===== src/rtl/hazard_stall_ctrl_if.sv =====
// rtl/hazard_stall_ctrl_if.sv - pipeline-side signal bundle for the hazard/stall controller
interface hazard_stall_ctrl_if #(
    parameter int CNT_W = 32
);
    logic [31:0]      ifid_inst_i;
    logic             idex_memread_i;
    logic [4:0]       idex_rt_i;
    logic             branch_taken_i;
    logic             dmem_req_i;
    logic             dmem_ack_i;
    logic             pc_write_o;
    logic             ifid_write_o;
    logic             ifid_flush_o;
    logic             idex_flush_o;
    logic             pipe_hold_o;
    logic             memwb_flush_o;
    logic             err_o;
    logic [CNT_W-1:0] stall_cnt_o;

    modport master (
        output ifid_inst_i, idex_memread_i, idex_rt_i, branch_taken_i, dmem_req_i, dmem_ack_i,
        input  pc_write_o, ifid_write_o, ifid_flush_o, idex_flush_o, pipe_hold_o,
               memwb_flush_o, err_o, stall_cnt_o
    );

    modport slave (
        input  ifid_inst_i, idex_memread_i, idex_rt_i, branch_taken_i, dmem_req_i, dmem_ack_i,
        output pc_write_o, ifid_write_o, ifid_flush_o, idex_flush_o, pipe_hold_o,
               memwb_flush_o, err_o, stall_cnt_o
    );
endinterface


===== src/rtl/hazard_stall_ctrl.sv =====
// rtl/hazard_stall_ctrl.sv - load-use, branch-flush and data-memory stall control for the 5-stage core
module hazard_stall_ctrl #(
    parameter int TIMEOUT = 64,
    parameter int CNT_W   = 32
) (
    input logic              clk_i,
    input logic              rst_i,
    hazard_stall_ctrl_if.slave bus
);
    localparam int WC_W = $clog2(TIMEOUT + 1);
    localparam logic [WC_W-1:0] WC_LAST = WC_W'(TIMEOUT - 1);
    localparam logic [WC_W-1:0] WC_ONE  = WC_W'(1);

    typedef enum logic [1:0] {ST_RUN, ST_MEM_WAIT, ST_ERR} state_t;

    state_t           r_state;
    logic [WC_W-1:0]  r_wait_cnt;
    logic [CNT_W-1:0] r_stall_cnt;

    logic [4:0] w_rs;
    logic [4:0] w_rt;
    logic       w_lu;
    logic       w_mstl;
    logic       w_ack;
    logic       w_hold;
    logic       w_pc_write;
    logic       w_unused_bits;

    assign w_rs          = bus.ifid_inst_i[25:21];
    assign w_rt          = bus.ifid_inst_i[20:16];
    assign w_unused_bits = ^{bus.ifid_inst_i[31:26], bus.ifid_inst_i[15:0]};

    assign w_lu   = bus.idex_memread_i && (bus.idex_rt_i != 5'd0) &&
                    ((bus.idex_rt_i == w_rs) || (bus.idex_rt_i == w_rt));
    assign w_ack  = bus.dmem_req_i & bus.dmem_ack_i;
    assign w_mstl = bus.dmem_req_i & ~bus.dmem_ack_i;

    // An ack in MEM_WAIT releases the hold in the same cycle, so the RUN decode takes over.
    always_comb begin
        w_hold = 1'b0;
        case (r_state)
            ST_RUN:      w_hold = w_mstl;
            ST_MEM_WAIT: w_hold = ~w_ack;
            ST_ERR:      w_hold = 1'b1;
            default:     w_hold = 1'b1;
        endcase
    end

    assign w_pc_write        = ~rst_i & ~w_hold & ~w_lu;
    assign bus.pc_write_o    = w_pc_write;
    assign bus.ifid_write_o  = w_pc_write;
    assign bus.idex_flush_o  = ~rst_i & ~w_hold & w_lu;
    assign bus.ifid_flush_o  = ~rst_i & ~w_hold & ~w_lu & bus.branch_taken_i;
    assign bus.pipe_hold_o   = ~rst_i & w_hold;
    assign bus.memwb_flush_o = ~rst_i & w_hold;
    assign bus.err_o         = (r_state == ST_ERR);
    assign bus.stall_cnt_o   = r_stall_cnt;

    always_ff @(posedge clk_i or posedge rst_i) begin
        if (rst_i) begin
            r_state    <= ST_RUN;
            r_wait_cnt <= '0;
        end else begin
            case (r_state)
                ST_RUN: begin
                    if (w_mstl) begin
                        r_state    <= ST_MEM_WAIT;
                        r_wait_cnt <= WC_ONE;
                    end
                end
                ST_MEM_WAIT: begin
                    if (w_ack) begin
                        r_state    <= ST_RUN;
                        r_wait_cnt <= '0;
                    end else if (r_wait_cnt == WC_LAST) begin
                        r_state <= ST_ERR;
                    end else begin
                        r_wait_cnt <= r_wait_cnt + WC_ONE;
                    end
                end
                ST_ERR:  r_state <= ST_ERR;
                default: r_state <= ST_ERR;
            endcase
        end
    end

    always_ff @(posedge clk_i or posedge rst_i) begin
        if (rst_i) begin
            r_stall_cnt <= '0;
        end else if (!w_pc_write && (r_stall_cnt != {CNT_W{1'b1}})) begin
            r_stall_cnt <= r_stall_cnt + CNT_W'(1);
        end
    end
endmodule


===== src/flat_wrapper.sv =====
// flat-port wrapper written by rule: the top's interface ports become plain ports
module hazard_stall_ctrl_flat 
#(
    parameter int TIMEOUT = 64,
    parameter int CNT_W   = 32
)
  (clk_i, rst_i, bus_ifid_inst_i, bus_idex_memread_i, bus_idex_rt_i, bus_branch_taken_i, bus_dmem_req_i, bus_dmem_ack_i, bus_pc_write_o, bus_ifid_write_o, bus_ifid_flush_o, bus_idex_flush_o, bus_pipe_hold_o, bus_memwb_flush_o, bus_err_o, bus_stall_cnt_o);
  hazard_stall_ctrl_if #(.CNT_W(CNT_W)) bus_i ();
  input logic clk_i;
  input logic rst_i;
  input wire logic [$bits(bus_i.ifid_inst_i)-1:0] bus_ifid_inst_i;
  input wire logic [$bits(bus_i.idex_memread_i)-1:0] bus_idex_memread_i;
  input wire logic [$bits(bus_i.idex_rt_i)-1:0] bus_idex_rt_i;
  input wire logic [$bits(bus_i.branch_taken_i)-1:0] bus_branch_taken_i;
  input wire logic [$bits(bus_i.dmem_req_i)-1:0] bus_dmem_req_i;
  input wire logic [$bits(bus_i.dmem_ack_i)-1:0] bus_dmem_ack_i;
  output wire logic [$bits(bus_i.pc_write_o)-1:0] bus_pc_write_o;
  output wire logic [$bits(bus_i.ifid_write_o)-1:0] bus_ifid_write_o;
  output wire logic [$bits(bus_i.ifid_flush_o)-1:0] bus_ifid_flush_o;
  output wire logic [$bits(bus_i.idex_flush_o)-1:0] bus_idex_flush_o;
  output wire logic [$bits(bus_i.pipe_hold_o)-1:0] bus_pipe_hold_o;
  output wire logic [$bits(bus_i.memwb_flush_o)-1:0] bus_memwb_flush_o;
  output wire logic [$bits(bus_i.err_o)-1:0] bus_err_o;
  output wire logic [$bits(bus_i.stall_cnt_o)-1:0] bus_stall_cnt_o;
  assign bus_i.ifid_inst_i = bus_ifid_inst_i;
  assign bus_i.idex_memread_i = bus_idex_memread_i;
  assign bus_i.idex_rt_i = bus_idex_rt_i;
  assign bus_i.branch_taken_i = bus_branch_taken_i;
  assign bus_i.dmem_req_i = bus_dmem_req_i;
  assign bus_i.dmem_ack_i = bus_dmem_ack_i;
  assign bus_pc_write_o = bus_i.pc_write_o;
  assign bus_ifid_write_o = bus_i.ifid_write_o;
  assign bus_ifid_flush_o = bus_i.ifid_flush_o;
  assign bus_idex_flush_o = bus_i.idex_flush_o;
  assign bus_pipe_hold_o = bus_i.pipe_hold_o;
  assign bus_memwb_flush_o = bus_i.memwb_flush_o;
  assign bus_err_o = bus_i.err_o;
  assign bus_stall_cnt_o = bus_i.stall_cnt_o;
  hazard_stall_ctrl #(.TIMEOUT(TIMEOUT), .CNT_W(CNT_W)) u_core (.clk_i(clk_i), .rst_i(rst_i), .bus(bus_i));
endmodule

===== config.mk =====
export PLATFORM = sky130hd
export DESIGN_NAME = hazard_stall_ctrl_flat
export DESIGN_NICKNAME = d
export VERILOG_FILES = /design/src/rtl/hazard_stall_ctrl_if.sv /design/src/rtl/hazard_stall_ctrl.sv /design/src/flat_wrapper.sv
export SDC_FILE = /design/constraint.sdc
export NUM_CORES = 1
export LEC_CHECK = 0
export CORE_MARGIN = 1.5
export CORE_UTILIZATION = 48
export CTS_CLUSTER_DIAMETER = 50
export DETAILED_ROUTE_END_ITERATION = 6
export PLACE_DENSITY = 0.95
export SYNTH_ARGS = -nofsm -noshare
export SYNTH_HDL_FRONTEND = slang
export SYNTH_SLANG_ARGS = --single-unit

===== constraint.sdc =====
create_clock -name clk_i -period 4.3 [get_ports clk_i]
set_clock_uncertainty 0.15 [all_clocks]
set_input_delay 0.43 -clock clk_i [delete_from_list [all_inputs] [get_ports clk_i]]
set_output_delay 0.43 -clock clk_i [all_outputs]
set_load 0.005 [all_outputs]

==> flow_summary_export.csv <==
group,metric,value,unit
floorplan,dieArea,5150,sq um
sta,final_max_slew_viol_count,0,
clock_network,htree_levels,2,
synthesis,synth.distinct_cells,41,
final_layout,multi_input_area,1160,sq um
synthesis,async_reset_ff_frac,1.00,
clock_network,cts.repair_timing.setup_buffer_count,0,
routing,final_antenna_net_count,0,
placement,io_buffers,59,
critical_path,cp-end-kind,"primary output",
clock_network,cts_resized,0,
pwr,powerDensity,239,nW/um^2
routing,wire_per_inst,14.8,microns
routing,drtIter0Drc,102,
placement,gp_congestion,0.868,
final_layout,syn2layout_area_growth,31.7,%
clock_network,cts_root_buffer,"clkbuf_8",
clock_network,cts_made_buffers,5,
global_route,grt_max_degree,42,
pwr,peakVddDrop,185,uV
final_layout,fill_cells,351,
global_route,grt_pass1_vias,1894,
sta,fin_tns_setup,0,ns
synthesis,ys.flop_type,"dfrtp_1",
global_route,track_usage,0.207,
clock_network,clk_latency,0.30,ns
floorplan,num_rows,24,
job,cap_viol_max_count,0,
floorplan,fp.coreArea,4440,sq um
global_route,grt_pass1_wl,8470,microns
run_status,status,"finished with violations",
sta,timing.final.crit_share,0.754,
synthesis,ys_ff_latch,41,
synthesis,synth_top_area_frac,0.452,
critical_path,cp-start-kind,"input pin",
sta,timing.fmax,308,MHz
critical_path,cp.required,3.72,ns
sta,fin_crit,3.24,ns
routing,vias_per_cell,5.62,
final_layout,antenna_cells,0,
clock_network,cts_hold_buf,0,
clock_network,cts_tree,"yes",
sta,tightest_slew,0.517,ns
final_layout,seq_area,1030,sq um
critical_path,cp_max_fo,4,
global_route,grt_overflow,0,
global_route,antenna_found_initial,0,
clock_network,clk_pin_slew,0.07,ns
clock_network,clk_path_buf_depth,2,
run_status,violations,"design-rule violations",
synthesis,synth_common_cells,"dfrtp_1 (41), xnor2_1 (32), nand2_1 (24)",
placement,dpl.hpwl,3700,microns
floorplan,initial_utilization,0.511,
floorplan,dieWidth,71.8,microns
routing,num_vias,1943,
final_layout,nNetsFinal,338,
critical_path,crit_arrival,2.66,ns
clock_network,clock_sinks,41,
synthesis,synth.most_common_cell,"dfrtp_1",
final_layout,stdcell_count,346,
synthesis,synth_nets,277,
final_layout,drive_above_1_share,0.0510,
synthesis,synth_edf_count,0,
critical_path,path_class,"in -> out",
sta,hold_viol,0,
floorplan,die_h,71.8,microns
routing,routed_wirelength,5130,microns
routing,drc,3,
synthesis,synthesis.instances,232,
placement,dp_cells,338,
sta,slew_headroom,0.655,
worst_hold_path,hold_path.class,"reg -> reg",
synthesis,syn_area,2270,sq um
routing,drt-pass1-iter-count,6,
pwr,leakage,1.20,nW
floorplan,num_io_pins,82,
synthesis,synth_area_leader_cell,"dfrtp_1",
sta,whs,0.344,ns
sta,setup_viol,0,
synthesis,syn_avg_cell_area,9.79,sq um
synthesis,ys_warn_count,0,
pwr,p_total,0.000716,W
synthesis,yosysSeqAreaShare,0.452,
synthesis,yosys-top-cells-area,"dfrtp_1 (45%), xnor2_1 (12%), nand3_1 (4.4%)",
sta,rsz0062_at_grt,"no",
-- critical path, cell delays in order --
cell and delay, ns:
clkdlybuf4s50_1 0.47, or4_1 0.54, o21a_1 0.23, a21oi_1 0.32
and2_1 0.18, clkdlybuf4s50_1 0.49
-- per-stage QoR --
step	setup slack (ns)	area [sq um]	util
3_5_place_dp	1.06	2890	0.650
6_report	1.06	2990	0.673
4_1_cts	1.05	2990	0.673
2_1_floorplan	1.42	2270	-
3_3_place_gp	1.10	2890	0.650
5_1_grt	0.960	2990	0.673
-- power breakdown --
group          switching, W  leakage, nW  total [W]  internal [W]
Combinational     0.0000221        0.616  0.0000501     0.0000280
Clock              0.000134       0.0542   0.000279      0.000145
Sequential      0.000000489        0.529   0.000386      0.000386
Total              0.000157         1.20   0.000716      0.000559
-- logic make-up (layout without fill, tap and decap cells) --
kind of cell | count (synthesis) | after routing | share of synthesized area
xor+xnor | 42 | 42 | 0.162
mux | 3 | 3 | 0.0149
buf+inv | 15 | 77 | 0.0358
fa+ha+maj | 2 | 2 | 0.0110
compound gates | 23 | 23 | 0.0705
simple gates | 106 | 106 | 0.254
flops | 41 | 41 | 0.452
-- flip-flops by register name (all words and copies together) (netlist names) --
| register | flops |
|---|---|
| u_core.bus.stall_cnt_o | 32 |
| u_core.r_state | 2 |
| u_core.r_wait_cnt | 7 |
-- per-layer routing --
metal | vias up | wire (microns) | global-route usage
li1 | 942 | - | -
met4 | 0 | 102 | 0.0587
met1 | 934 | 2160 | 0.262
met3 | 12 | 306 | 0.0506
met5 | - | 0 | 0
met2 | 55 | 2560 | 0.354
-- final cells by class --
cell class | instances | share of cell area
multi-input combinational | 176 | 0.389
sequential | 41 | 0.343
timing repair buffer | 61 | 0.202
clock buffer | 7 | 0.0322
tap | 52 | 0.0217
inverter | 8 | 0.0100
clock inverter | 1 | 0.00167
-- path summary, 6_finish.rpt --
kind                                      startpoint                         end  slack (ns)  depth (start not counted)
setup / recovery                    bus_idex_rt_i[0]            bus_ifid_flush_o        1.06                          6
hold / removal             u_core.bus.stall_cnt_o[5]   u_core.bus.stall_cnt_o[5]        0.34                          1
setup reg to reg           u_core.bus.stall_cnt_o[0]  u_core.bus.stall_cnt_o[22]        1.86                          6
hold reg to reg            u_core.bus.stall_cnt_o[5]   u_core.bus.stall_cnt_o[5]        0.34                          1
max in group asynchronous                      rst_i   u_core.bus.stall_cnt_o[6]        3.17                          3
min in group asynchronous                      rst_i   u_core.bus.stall_cnt_o[0]        0.46                          3
-- cell usage in the layout, fill, tap and decap left out, drive strengths merged, types with 2 or more instances in the layout --
cell type	instances
clkdlybuf4s50	59
dfrtp	41
xnor2	32
nand2	24
nand3	20
and3	11
nor2	11
nand4	10
xor2	10
and2	8
inv	8
clkbuf	7
a21oi	6
and4	5
nor4	4
o21ai	3
mux2	3
nor3	3
o21a	2
o32ai	2
o31ai	2
nor2b	2
ha	2
buf	2
nor4b	2
Note: power is estimated with default switching activity, not from simulation.
